### src/rtl/calc_engine.sv
// calc_engine: byte-stream expression evaluator driving the UART register port.
//
// Parses "A op B =" from bytes received through the UART (digits as raw
// values 0..9, operators '+', '-', '*' in ASCII, '=' to evaluate) and sends
// the 16-bit result back through the UART transmitter, high byte first.
// A malformed expression sends ERR_CODE twice instead.
//
// Ports:
//   clk       system clock, shared with the UART
//   rst_n     asynchronous active-low reset
//   address   UART register address (0 RX data, 1 status, 2 TX data)
//   w_data    UART write data
//   we        UART write strobe, one cycle
//   r_data    UART read data for the current address
//   result    last evaluated result, held until the next '='
//   done      one-cycle pulse when the last result byte is written
//   overflow  last result did not fit in 16 bits
//   error     last expression was malformed
module calc_engine #(
    parameter logic [7:0] ERR_CODE = 8'hEE
) (
    input  logic        clk,
    input  logic        rst_n,
    output logic [2:0]  address,
    output logic [7:0]  w_data,
    output logic        we,
    input  logic [7:0]  r_data,
    output logic [15:0] result,
    output logic        done,
    output logic        overflow,
    output logic        error
);

    typedef enum logic [3:0] {
        POLL_RX, READ, ACK, PARSE, EXEC, TXW_HI, TX_HI, TXW_LO, TX_LO
    } state_t;

    localparam logic [1:0] OP_ADD = 2'd0;
    localparam logic [1:0] OP_SUB = 2'd1;
    localparam logic [1:0] OP_MUL = 2'd2;

    localparam logic [2:0] ADDR_RX     = 3'd0;
    localparam logic [2:0] ADDR_STATUS = 3'd1;
    localparam logic [2:0] ADDR_TX     = 3'd2;

    state_t      state, state_nxt;
    logic [7:0]  byte_reg;
    logic [15:0] acc_a, acc_b;
    logic [1:0]  op;
    logic        have_op;
    logic        ovf;

    logic        is_digit, is_op, is_eq, is_bad;
    logic [1:0]  op_code;
    logic [16:0] step_a, step_b, eval_res;

    // Decimal shift-in: acc*10 + d computed 20 bits wide; bit 16 of the
    // return flags any nonzero bits lost by truncating to 16.
    function automatic logic [16:0] digit_step(input logic [15:0] acc,
                                               input logic [3:0]  d);
        logic [19:0] p;
        p = ({4'd0, acc} * 20'd10) + {16'd0, d};
        return {|p[19:16], p[15:0]};
    endfunction

    // Evaluate A op B; bit 16 of the return is the overflow indication.
    function automatic logic [16:0] evaluate(input logic [15:0] a,
                                             input logic [15:0] b,
                                             input logic [1:0]  code,
                                             input logic        with_op);
        logic [16:0] sum;
        logic [31:0] prod;
        logic [16:0] r;
        sum  = {1'b0, a} + {1'b0, b};
        prod = {16'd0, a} * {16'd0, b};
        r    = {1'b0, a};
        if (with_op) begin
            case (code)
                OP_ADD:  r = sum;
                OP_SUB:  r = {(a < b), a - b};
                OP_MUL:  r = {|prod[31:16], prod[15:0]};
                default: r = {1'b0, a};
            endcase
        end
        return r;
    endfunction

    // Byte classification of the captured byte.
    always_comb begin
        is_digit = (byte_reg <= 8'd9);
        is_eq    = (byte_reg == 8'h3D);
        is_op    = 1'b0;
        op_code  = OP_ADD;
        case (byte_reg)
            8'h2B: begin is_op = 1'b1; op_code = OP_ADD; end
            8'h2D: begin is_op = 1'b1; op_code = OP_SUB; end
            8'h2A: begin is_op = 1'b1; op_code = OP_MUL; end
            default: ;
        endcase
        // A second operator is as malformed as an unknown byte.
        is_bad = !(is_digit || is_op || is_eq) || (is_op && have_op);
    end

    assign step_a   = digit_step(acc_a, byte_reg[3:0]);
    assign step_b   = digit_step(acc_b, byte_reg[3:0]);
    assign eval_res = evaluate(acc_a, acc_b, op, have_op);

    always_ff @(posedge clk or negedge rst_n) begin
        if (!rst_n) begin
            state <= POLL_RX;
        end else begin
            state <= state_nxt;
        end
    end

    // Next state and bus outputs. The status register is addressed by
    // default so rx_valid / tx_busy are visible in the polling states.
    always_comb begin
        state_nxt = state;
        address   = ADDR_STATUS;
        w_data    = 8'd0;
        we        = 1'b0;
        done      = 1'b0;
        case (state)
            POLL_RX: if (r_data[0]) state_nxt = READ;
            READ: begin
                address   = ADDR_RX;
                state_nxt = ACK;
            end
            ACK: begin
                // Any status write clears rx_valid.
                we        = 1'b1;
                state_nxt = PARSE;
            end
            PARSE: begin
                if (is_bad)     state_nxt = TXW_HI;
                else if (is_eq) state_nxt = EXEC;
                else            state_nxt = POLL_RX;
            end
            EXEC:   state_nxt = TXW_HI;
            TXW_HI: if (!r_data[1]) state_nxt = TX_HI;
            TX_HI: begin
                address   = ADDR_TX;
                we        = 1'b1;
                w_data    = error ? ERR_CODE : result[15:8];
                state_nxt = TXW_LO;
            end
            TXW_LO: if (!r_data[1]) state_nxt = TX_LO;
            TX_LO: begin
                address   = ADDR_TX;
                we        = 1'b1;
                w_data    = error ? ERR_CODE : result[7:0];
                done      = 1'b1;
                state_nxt = POLL_RX;
            end
            default: state_nxt = POLL_RX;
        endcase
    end

    // Expression registers and held outputs. The held error flag also
    // selects ERR_CODE during the transmit that follows it.
    always_ff @(posedge clk or negedge rst_n) begin
        if (!rst_n) begin
            byte_reg <= 8'd0;
            acc_a    <= 16'd0;
            acc_b    <= 16'd0;
            op       <= OP_ADD;
            have_op  <= 1'b0;
            ovf      <= 1'b0;
            result   <= 16'd0;
            overflow <= 1'b0;
            error    <= 1'b0;
        end else begin
            case (state)
                READ: byte_reg <= r_data;
                PARSE: begin
                    if (is_bad) begin
                        error    <= 1'b1;
                        overflow <= 1'b0;
                    end else if (is_digit) begin
                        if (have_op) begin
                            acc_b <= step_b[15:0];
                            ovf   <= ovf | step_b[16];
                        end else begin
                            acc_a <= step_a[15:0];
                            ovf   <= ovf | step_a[16];
                        end
                    end else if (is_op) begin
                        op      <= op_code;
                        have_op <= 1'b1;
                    end
                end
                EXEC: begin
                    result   <= eval_res[15:0];
                    overflow <= ovf | eval_res[16];
                    error    <= 1'b0;
                end
                TX_LO: begin
                    acc_a   <= 16'd0;
                    acc_b   <= 16'd0;
                    have_op <= 1'b0;
                    ovf     <= 1'b0;
                end
                default: ;
            endcase
        end
    end

endmodule

### config.mk
export PLATFORM = sky130hd
export DESIGN_NAME = calc_engine
export DESIGN_NICKNAME = d
export VERILOG_FILES = /design/src/rtl/calc_engine.sv
export SDC_FILE = /design/constraint.sdc
export NUM_CORES = 1
export LEC_CHECK = 0
export ABC_AREA = 1
export BUFFER_PORTS_ARGS = -buffer_cell sky130_fd_sc_hd__buf_2
export CAP_MARGIN = 10
export CORE_ASPECT_RATIO = 1.5
export CORE_MARGIN = 2
export CORE_UTILIZATION = 67
export CTS_BUF_LIST = sky130_fd_sc_hd__clkbuf_2
export DETAILED_ROUTE_END_ITERATION = 12
export PLACE_DENSITY = 0.95
export SLEW_MARGIN = 5
export SYNTH_ARGS = -nofsm -noshare
export SYNTH_HDL_FRONTEND = slang
export SYNTH_SLANG_ARGS = --single-unit
### constraint.sdc
create_clock -name clk -period 7.35 [get_ports clk]
set_input_delay 0.3675 -clock clk [delete_from_list [all_inputs] [get_ports clk]]
set_output_delay 0.3675 -clock clk [all_outputs]
set_load 0.02 [all_outputs]
==> results.md, run 1 <==
* Post-Syn Area at 17,000 µm²
* Max Clk Rate at 143 MHz
* Post-synth EDFFs at 0
* Biggest regs: acc_a x16, acc_b x16, result x16
* Final setup vio count at 0
* Status: finished, final reports clean
* Leading cell types by total area after synthesis: fa_1, nand2_1, ha_1
* H-tree levels at 3
* Hold Path Cell Cnt at 2
* Starting Density at 67.9%
* Post-DP HPWL at 46,400 µm
* GRT Total Usage at 43.6%
* Final setup skew at 36.6 ps
* CP Launch Point: acc_a[13]
* Tcrit/Tclk final at 95.0%
* Die X at 134 µm
* CP bufs+invs at 5
* Pre-CTS setup slack at 650 ps
* First-pass GRT wire length at 89,000 µm
* Worst setup SP type: flip-flop
* Syn Inst Count at between 2k and 3k
* CTS resizes at 0
* Fin cells at approximately 2.9k
* R2R Setup Slk at 370 ps
* Top delay family on crit path: adder cells
* Worst relative slew slack at 32.3%
* Worst path slowest cell: dfrtp_1
* Reg clk slew, reported paths at 220 ps
* Yosys top cell by area: fa_1
* Post-Place Cells at 2,850
* Die Area at 26,700 µm²
* Starting DRT DRC Count at 1,256
* Reg2reg start: acc_a[13]
* CTS tree: yes
* Top_reg_cell synth: dfrtp_1
* Routed WL per cell at approximately 20 µm
* Critical R2R Capture: overflow
* Static leakage at 10.1 nW
* Hold slack at approximately 24 ps
* Vias in the first global route at 17.2k
* First-pass detailed-route iteration total at 6
* Setup WS post-layout at 368 ps
* Num ports at a little over 40
* Vias per inst at 5.88
* Skew-Pair Late Insertion Delay at 570 ps
* DRC viols at 0
* Initial antenna violation count at 3
* Clock tree buffer depth at 2
* Worst r2r path cells at 28
* Max Slew Vio Count at 0
* Worst hold path class: in -> reg
* Postcts setup bufs at 0
* CP endpoint kind: flip-flop
* IO buf count at 39
* Sequential fraction of the synthesis area at 9.71%
* Net Count, Synth at around 2.9k
* Die height at 199 µm
* Global placement routability congestion at between 1 and 1.5
* ANT nets after route at 0
* Final Hold Viols at 0
* Kind of critical path: reg -> reg
* Max-cap violations at 0
* Hold EP: byte_reg[3]
* Worst Path Arrival at 7440 ps
* Required time of the critical path at 7800 ps
* Largest net degree at the start of global routing at 67
* Row cnt at slightly above 70
* Area share of the largest cell type after synthesis at 23.5%
* Area Growth Syn to Fin at 3.91%
* Tot Pwr at 3.25 mW
* Total grt overflow at 0
* Inserted Clock Buffers at 9
* CP Depth at 28
* Worst Max-Slew Pin Slew at between 1000 and 1500 ps
* Setup TNS at 0 ps
* Count of cell types in the netlist at between 40 and 50
* Peak supply drop at between 0.0002 and 0.0003 V
* Root Driver: clkbuf_2
* Crit path largest cell delay at 800 ps
* Unrepaired setup endpoints after global routing: no
* Min cycle time layout at 6980 ps
* Fill cells at 2,151
* Core area at 25,100 µm²
* Post-synth ARST share at 100%
* Layout cells sized above 1 at 5.59%
* #FFs+latches synth at between 60 and 70
* PwrDens at 184 nW/µm²
* Final nets at roughly 2.9k
* HP Start: r_data[3]
* CTS sink cnt at 66
* Ys Warns at 0
* Crit path top cell by count: nand2_1
* Avg Cell Area, Syn at 6.70 µm²
* Via Count at roughly 17k
* Crit-path max FO at 10
* WL final at 56,300 µm
-- metrics by stage --
step / utilization (%) / area (µm²)
after global routing: 70.5 / 17700
after global placement: 70.0 / 17500
final: 70.5 / 17700
after detailed placement: 70.0 / 17500
after CTS: 70.5 / 17700
after floorplan: - / 17000
-- cells by family after synthesis --
logic type      share of synthesized area (%)
compound gates                           9.06
fa+ha+maj                                38.1
mux                                     0.265
simple gates                             27.3
other cells                            0.0221
buf+inv                                  14.7
xor+xnor                                0.868
flops                                    9.71
-- synth_stat cells, types with 3 or more instances --
master and number:
inv_2 6, a21boi_0 8, buf_2 6, nor2_2 9, nand3b_1 7, o21ai_0 100
nand2_2 12, a21oi_2 4, nand3_1 134, xor2_1 12, nand2_1 754, a32o_1 4
o2111ai_1 3, nor2_4 4, nand3_2 5, nor3_1 13, nand4_1 31, a21oi_1 103
fa_1 200, nor2_1 142, o21bai_1 7, o22ai_1 12, dfrtp_1 66, mux2_2 4
xnor2_1 3, o211ai_1 10, clkbuf_1 79, and2_1 3, inv_1 562, a31oi_1 6
ha_1 198, or2_2 3
-- cells in the final DEF, fill, tap and decap left out, types with 31 or more instances in the layout --
cell type,synthesis,final
nand2_1,754,754
inv_1,562,562
fa_1,200,200
ha_1,198,198
nor2_1,142,142
nand3_1,134,134
a21oi_1,103,103
o21ai_0,100,100
dfrtp_1,66,66
buf_2,6,39
buf_4,2,35
nand4_1,31,31
-- repair_timing --
action,in CTS,in global routing
endpoints found under the setup margin,0,0
endpoints found under the hold margin,18,0
hold buffers,1,0
-- final cells by class --
class | instances | area (µm²) | area share, %
Multi-Input combinational cell | 1811 | 12900 | 72.8
Timing Repair Buffer | 76 | 488 | 2.76
Antenna cell | 1 | 2.50 | 0.0142
Clock buffer | 9 | 45.0 | 0.255
Clock inverter | 7 | 76.3 | 0.432
Inverter | 570 | 2140 | 12.1
Sequential cell | 66 | 1650 | 9.35
Tap cell | 328 | 410 | 2.32
-- per-layer routing --
metal / vias to the layer above / global-route usage, % / wire length, µm
met4: 4 / 38.0 / 6180
met2: 944 / 73.1 / 26300
met5: - / 0 / 42
li1: 7757 / - / -
met3: 325 / 9.23 / 4850
met1: 7845 / 46.5 / 19000
-- how the worst max path moves through the flow --
stage	slack, ps	end
after floorplan	1510	overflow
after global placement	660	overflow
after detailed placement	650	overflow
after CTS	630	overflow
after global routing	200	overflow
final	370	overflow
-- power breakdown --
| group | switching (mW) | internal (mW) | total (mW) |
|---|---|---|---|
| combinational | 1.51 | 0.760 | 2.27 |
| sequential | 0.292 | 0.459 | 0.751 |
| clock | 0.154 | 0.0806 | 0.235 |
| total | 1.95 | 1.30 | 3.25 |
No activity file was read; power rests on OpenSTA's default activity.
==> run 2: changes to the inputs <==
--- a/config.mk
+++ b/config.mk
@@ -10,10 +10,10 @@
 export CAP_MARGIN = 10
 export CORE_ASPECT_RATIO = 1.5
 export CORE_MARGIN = 2
-export CORE_UTILIZATION = 67
-export CTS_BUF_LIST = sky130_fd_sc_hd__clkbuf_2
+export CORE_UTILIZATION = 66
+export CTS_BUF_LIST = sky130_fd_sc_hd__clkbuf_16
 export DETAILED_ROUTE_END_ITERATION = 12
-export PLACE_DENSITY = 0.95
+export PLACE_DENSITY = 0.93
 export SLEW_MARGIN = 5
 export SYNTH_ARGS = -nofsm -noshare
 export SYNTH_HDL_FRONTEND = slang
==> results.md, run 2 (same netlist as run 1, synthesis figures left out) <==
* Tot Pwr at 3.46 mW (+6.3%)
* Worst hold path class: in -> async
* Final nets at 2,924 (-0.61%)
* Crit-path max FO at 21 (+11)
* Pre-CTS setup slack at 484 ps (-166 ps)
* Core area at 25,600 µm² (+2.1%)
* Required time of the critical path at 7570 ps (-230 ps)
* GRT Total Usage at 42.2% (-1.4 points)
* Min cycle time layout at 7140 ps (+161 ps)
* Worst setup SP type: flip-flop
* Vias in the first global route at 17.4k (+0.94%)
* Reg area at 1650 µm² (unchanged)
* Final Hold Viols at 0 (unchanged)
* Area Growth Syn to Fin at 4.25%
* Layout cells sized above 1 at 4.92% (-0.67 points)
* Combinational Power Share at 63.8% (-5.9 points)
* Share of power burned in the clock network at 13.6% (+6.4 points)
* Routed WL per cell at 19.4 µm (-0.99%)
* Net switching power at 1.96 mW (+0.35%)
* P_int at 1.50 mW (+15%)
* DRC viols at 0 (unchanged)
* Max Slew Vio Count at 0 (unchanged)
* Inserted Clock Buffers at 9 (unchanged)
* Switching Share at 56.7% (-3.4 points)
* First-pass detailed-route iteration total at 6 (unchanged)
* Skew-Pair Late Insertion Delay at 350 ps (-220 ps)
* Ant diodes at 0 (-1)
* Max Clk Rate at 140 MHz (-2.3%)
* Total grt overflow at 0 (unchanged)
* Final setup skew at 7.57 ps (-29.1 ps)
* Setup WS post-layout at 207 ps (-161 ps)
* Biggest regs: acc_a x16, acc_b x16, result x16
* Worst Path Arrival at 7360 ps (-80 ps)
* CTS tree: yes
* Unrepaired setup endpoints after global routing: no
* Die height at 201 µm (+0.74%)
* Clock tree buffer depth at 2 (unchanged)
* Fin cells at 2,854 (-0.49%)
* Crit path largest cell delay at 1100 ps (+300 ps)
* Global placement routability congestion at 1.03 (+0.31%)
* Postcts setup bufs at 0 (unchanged)
* Largest net degree at the start of global routing at 67 (unchanged)
* Root Driver: clkbuf_16
* Worst relative slew slack at 14.9% (-17 points)
* Post-DP HPWL at 44,800 µm (-3.5%)
* CTS sink cnt at 66 (unchanged)
* CTS Hold Bufs at 0 (-1)
* R2R Setup Slk at 210 ps (-160 ps)
* Area of the multi-input gates at 12,900 µm² (unchanged)
* Max-cap violations at 0 (unchanged)
* ANT nets after route at 0 (unchanged)
* Worst Max-Slew Pin Slew at 1270 ps (+264 ps)
* WL final at 55,500 µm (-1.5%)
* Initial antenna violation count at 0 (-3)
* Crit path top cell by count: nand2_1
* Status: finished, final reports clean
* Post-Place Cells at 2,838 (-0.42%)
* Die X at 135 µm (+0.73%)
* Static leakage at 10.1 nW (about the same)
* Hold slack at 202 ps (+178 ps)
* Post-layout util at 69.3% (-1.2 points)
* DP Area at 17,400 µm² (-0.76%)
* Kind of critical path: reg -> reg
* Most common cell after layout, fill and taps aside: nand2_1
* First-pass GRT wire length at 88,500 µm (-0.61%)
* Reg clk slew, reported paths at 60 ps (-160 ps)
* Starting DRT DRC Count at 1,552 (+24%)
* Vias per inst at 5.90 (+0.31%)
* Finished Cell Area at 17,700 µm² (+0.32%)
* Row cnt at 72 (+1.4%)
* Fill cells at 2,160 (+0.42%)
* IO buf count at 39 (unchanged)
* Worst path slowest cell: dfrtp_1
* Die Area at 27,100 µm² (+1.5%)
* Via Count at 16.8k (-0.18%)
* Tcrit/Tclk final at 97.2% (+2.2 points)
* H-tree levels at 3 (unchanged)
* Starting Density at 66.5% (-1.4 points)
* CTS resizes at 0 (unchanged)
* Peak supply drop at 0.000273 V (-7.5%)
* PwrDens at 195 nW/µm² (+6.0%)
* CP endpoint kind: flip-flop
* Num ports at 41 (unchanged)
* Setup TNS at 0 ps (unchanged)
* Reg power frac at 22.6% (-0.5 points)
* Most frequent cells in the layout: nand2_1, inv_1, fa_1
* Final setup vio count at 0 (unchanged)
==> run 2: changes by cell type in the layout (fill, tap and decap cells not counted), sizes merged <==
cell,change
clkinvlp,-2
dlygate4sd3,-1
inv,+1
bufinv,+1
buf,-17
diode,-1
==> run 2: power groups by stage <==
stage / Sequential, mW / Combinational, mW / Clock [mW]
6_report: 0.781 / 2.21 / 0.471
5_1_grt: 0.780 / 2.47 / 0.478
4_1_cts: 0.759 / 2.16 / 0.470
3_5_place_dp: 0.764 / 2.14 / 0
3_3_place_gp: 0.755 / 2.09 / 0
2_1_floorplan: 0.595 / 1.67 / 0
==> run 2: worst max-delay path: cells and delay by family (launching register included) <==
kind,cells,cell delay [ps]
compound gates,1,70
fa+ha+maj,8,3830
buf+inv,3,370
flops,1,1100
simple gates,13,1630
==> run 2: path summary, 6_finish.rpt <==
path / to / depth (start not counted) / startpoint
setup / recovery: overflow / 25 / acc_a[9]
hold / removal: result[15] / 2 / rst_n
setup reg to reg: overflow / 25 / acc_a[9]
hold reg to reg: result[6] / 2 / result[6]
max in group asynchronous: acc_a[3] / 2 / rst_n
min in group clk: byte_reg[3] / 2 / r_data[3]
==> run 2: final cells by class <==
class	instances	share of cell area, %
flip-flops and latches	66	9.32
inverters	570	12.1
clock buffers	9	1.27
multi-input cells	1811	72.5
clock inverters	7	0.558
repair buffers	58	1.91
well taps	333	2.35
==> run 2: routing by layer <==
layer | GRT usage, % | wire length (µm) | vias to the layer above
met4 | 35.5 | 5950 | 0
met3 | 7.80 | 4660 | 323
li1 | - | - | 7714
met1 | 46.1 | 18800 | 7869
met2 | 70.1 | 26000 | 939
met5 | 0 | 0 | -
==> run 3: changes to the inputs <==
--- a/config.mk
+++ b/config.mk
@@ -13,7 +13,7 @@
 export CORE_UTILIZATION = 66
 export CTS_BUF_LIST = sky130_fd_sc_hd__clkbuf_16
 export DETAILED_ROUTE_END_ITERATION = 12
-export PLACE_DENSITY = 0.93
+export PLACE_DENSITY_LB_ADDON = 0.12
 export SLEW_MARGIN = 5
 export SYNTH_ARGS = -nofsm -noshare
 export SYNTH_HDL_FRONTEND = slang
==> results.md, run 3 (same netlist as run 1, synthesis figures left out) <==
* Status: finished, final reports clean
* CP endpoint kind: flip-flop
* Top delay family on crit path: adder cells
* Via Count at 16.4k (-2.5%)
* H-tree levels at 3 (unchanged)
* Die Area at 27,100 µm² (unchanged)
* Row cnt at 72 (unchanged)
* Most common cell after layout, fill and taps aside: nand2_1
* R2R Setup Slk at 720 ps (+510 ps)
* Starting Density at 66.5% (unchanged)
* Final Hold Viols at 0 (unchanged)
* Worst Max-Slew Pin Slew at 1020 ps (-255 ps)
* Final nets at 2,940 (+0.55%)
* Static leakage at 10.2 nW (+0.70%)
* CP Launch Point: acc_b[8]
* Post-DP HPWL at 45,500 µm (+1.5%)
* CP Depth at 25 (unchanged)
* Starting DRT DRC Count at 1,110 (-28%)
* Worst setup SP type: flip-flop
* Crit path to: overflow
* Vias per inst at 5.72 (-3.0%)
* Global placement routability congestion at 1.02 (-0.45%)
* Area of the multi-input gates at 12,900 µm² (unchanged)
* IO buf count at 39 (unchanged)
* Crit path largest cell delay at 770 ps (-330 ps)
* Reg clk slew, reported paths at 60 ps (about the same)
* Unrepaired setup endpoints after global routing: no
* ANT nets after route at 0 (unchanged)
* Final setup vio count at 0 (unchanged)
* First-pass detailed-route iteration total at 6 (unchanged)
* Core area at 25,600 µm² (unchanged)
* Vias in the first global route at 17.1k (-1.7%)
* Area Growth Syn to Fin at 4.79%
* Root Driver: clkbuf_16
* Max Slew Vio Count at 0 (unchanged)
* Skew-Pair Late Insertion Delay at 340 ps (about the same)
* PwrDens at 192 nW/µm² (-1.6%)
* Initial antenna violation count at 1 (+1)
* GRT Total Usage at 42.7% (+0.49 points)
* Required time of the critical path at 7570 ps (about the same)
* CTS Hold Bufs at 0 (unchanged)
* Total grt overflow at 0 (unchanged)
* CTS resizes at 0 (unchanged)
* Inserted Clock Buffers at 9 (unchanged)
* Routed WL per cell at 19.4 µm (-0.18%)
* Worst path slowest cell: dfrtp_1
* Worst r2r path cells at 25 (unchanged)
* First-pass GRT wire length at 88,600 µm (+0.18%)
* Layout cells sized above 1 at 5.52% (+0.60 points)
* Critical R2R Capture: overflow
* Crit path top cell by count: nand2_1
* Most frequent cells in the layout: nand2_1, inv_1, fa_1
* Clock tree buffer depth at 2 (unchanged)
* Min cycle time layout at 6630 ps (-512 ps)
* Reg area at 1650 µm² (unchanged)
* Pre-CTS setup slack at 784 ps (+300 ps)
* Setup WS post-layout at 719 ps (+512 ps)
* Crit-path max FO at 14 (-33%)
* Peak supply drop at 0.000304 V (+11%)
* Die height at 201 µm (unchanged)
* Worst hold path class: in -> async
* Kind of critical path: reg -> reg
* CTS sink cnt at 66 (unchanged)
* Num ports at 41 (unchanged)
* WL final at 55,700 µm (+0.38%)
* Max Clk Rate at 151 MHz (+7.7%)
* Fill cells at 2,251 (+4.2%)
* Setup TNS at 0 ps (unchanged)
* Reg2reg start: acc_b[8]
* Final setup skew at 6.52 ps (-1.05 ps)
* Postcts setup bufs at 0 (unchanged)
* CTS tree: yes
* Ant diodes at 0 (unchanged)
* Worst Path Arrival at 6850 ps (-510 ps)
* Largest net degree at the start of global routing at 67 (unchanged)
* CP bufs+invs at 4 (+1)
* Worst relative slew slack at 31.7% (+17 points)
* Die X at 135 µm (unchanged)
* DRC viols at 0 (unchanged)
* Max-cap violations at 0 (unchanged)
* Tcrit/Tclk final at 90.2% (-7.0 points)
* Biggest regs: acc_a x16, acc_b x16, result x16
==> run 3: changes by cell type in the layout (fill, tap and decap cells not counted) <==
cell / change
clkinv_2: +1
clkinv_4: +1
clkinvlp_4: +2
bufinv_16: -1
clkinv_1: -1
buf_4: +16
inv_1: +1
inv_6: -3
==> run 3: cell type report <==
type	instances	share of cell area, %
clock buffer	9	1.26
timing repair buffer	74	2.57
multi-input combinational	1811	72.1
clock inverter	7	0.400
sequential	66	9.27
inverter	570	12.0
tap	333	2.34
==> run 3: worst min-delay path by stage <==
stage,start,to,slack (ps),cells after the start
4_1_cts,rst_n,result[15],240,2
2_1_floorplan,rst_n,acc_a[0],70,0
3_5_place_dp,result[5],result[5],490,2
5_1_grt,r_data[5],byte_reg[5],260,2
6_report,rst_n,result[15],200,2
3_3_place_gp,result[1],result[1],500,2
==> run 3: power breakdown <==
group          internal [mW]  total, mW  switching, mW
combinational          0.753       2.25           1.50
sequential             0.462      0.728          0.266
clock                  0.262      0.438          0.176
==> run 3: layer usage <==
layer  GRT usage (%)  up-vias  share of wire (%)  routed length (µm)
met5               0        -              0.027                  15
met2            70.8      723                 47               25900
li1                -     7734                  -                   -
met4            36.4        2                 11                6100
met1            45.9     7686                 35               19400
met3            8.81      284                7.6                4230
==> run 3: stage by stage <==
stage / area (µm²) / instances / hold WS, ps / power [mW] / util, %
floorplan: 17000 / 2536 / 71.9 / 2.26 / -
global placement: 17500 / 2854 / 499 / 2.86 / 68.5
detailed placement: 17500 / 2854 / 492 / 2.92 / 68.5
CTS: 17800 / 2870 / 243 / 3.37 / 69.6
global route: 17800 / 2870 / 263 / 3.72 / 69.6
finish: 17800 / 2870 / 198 / 3.42 / 69.6
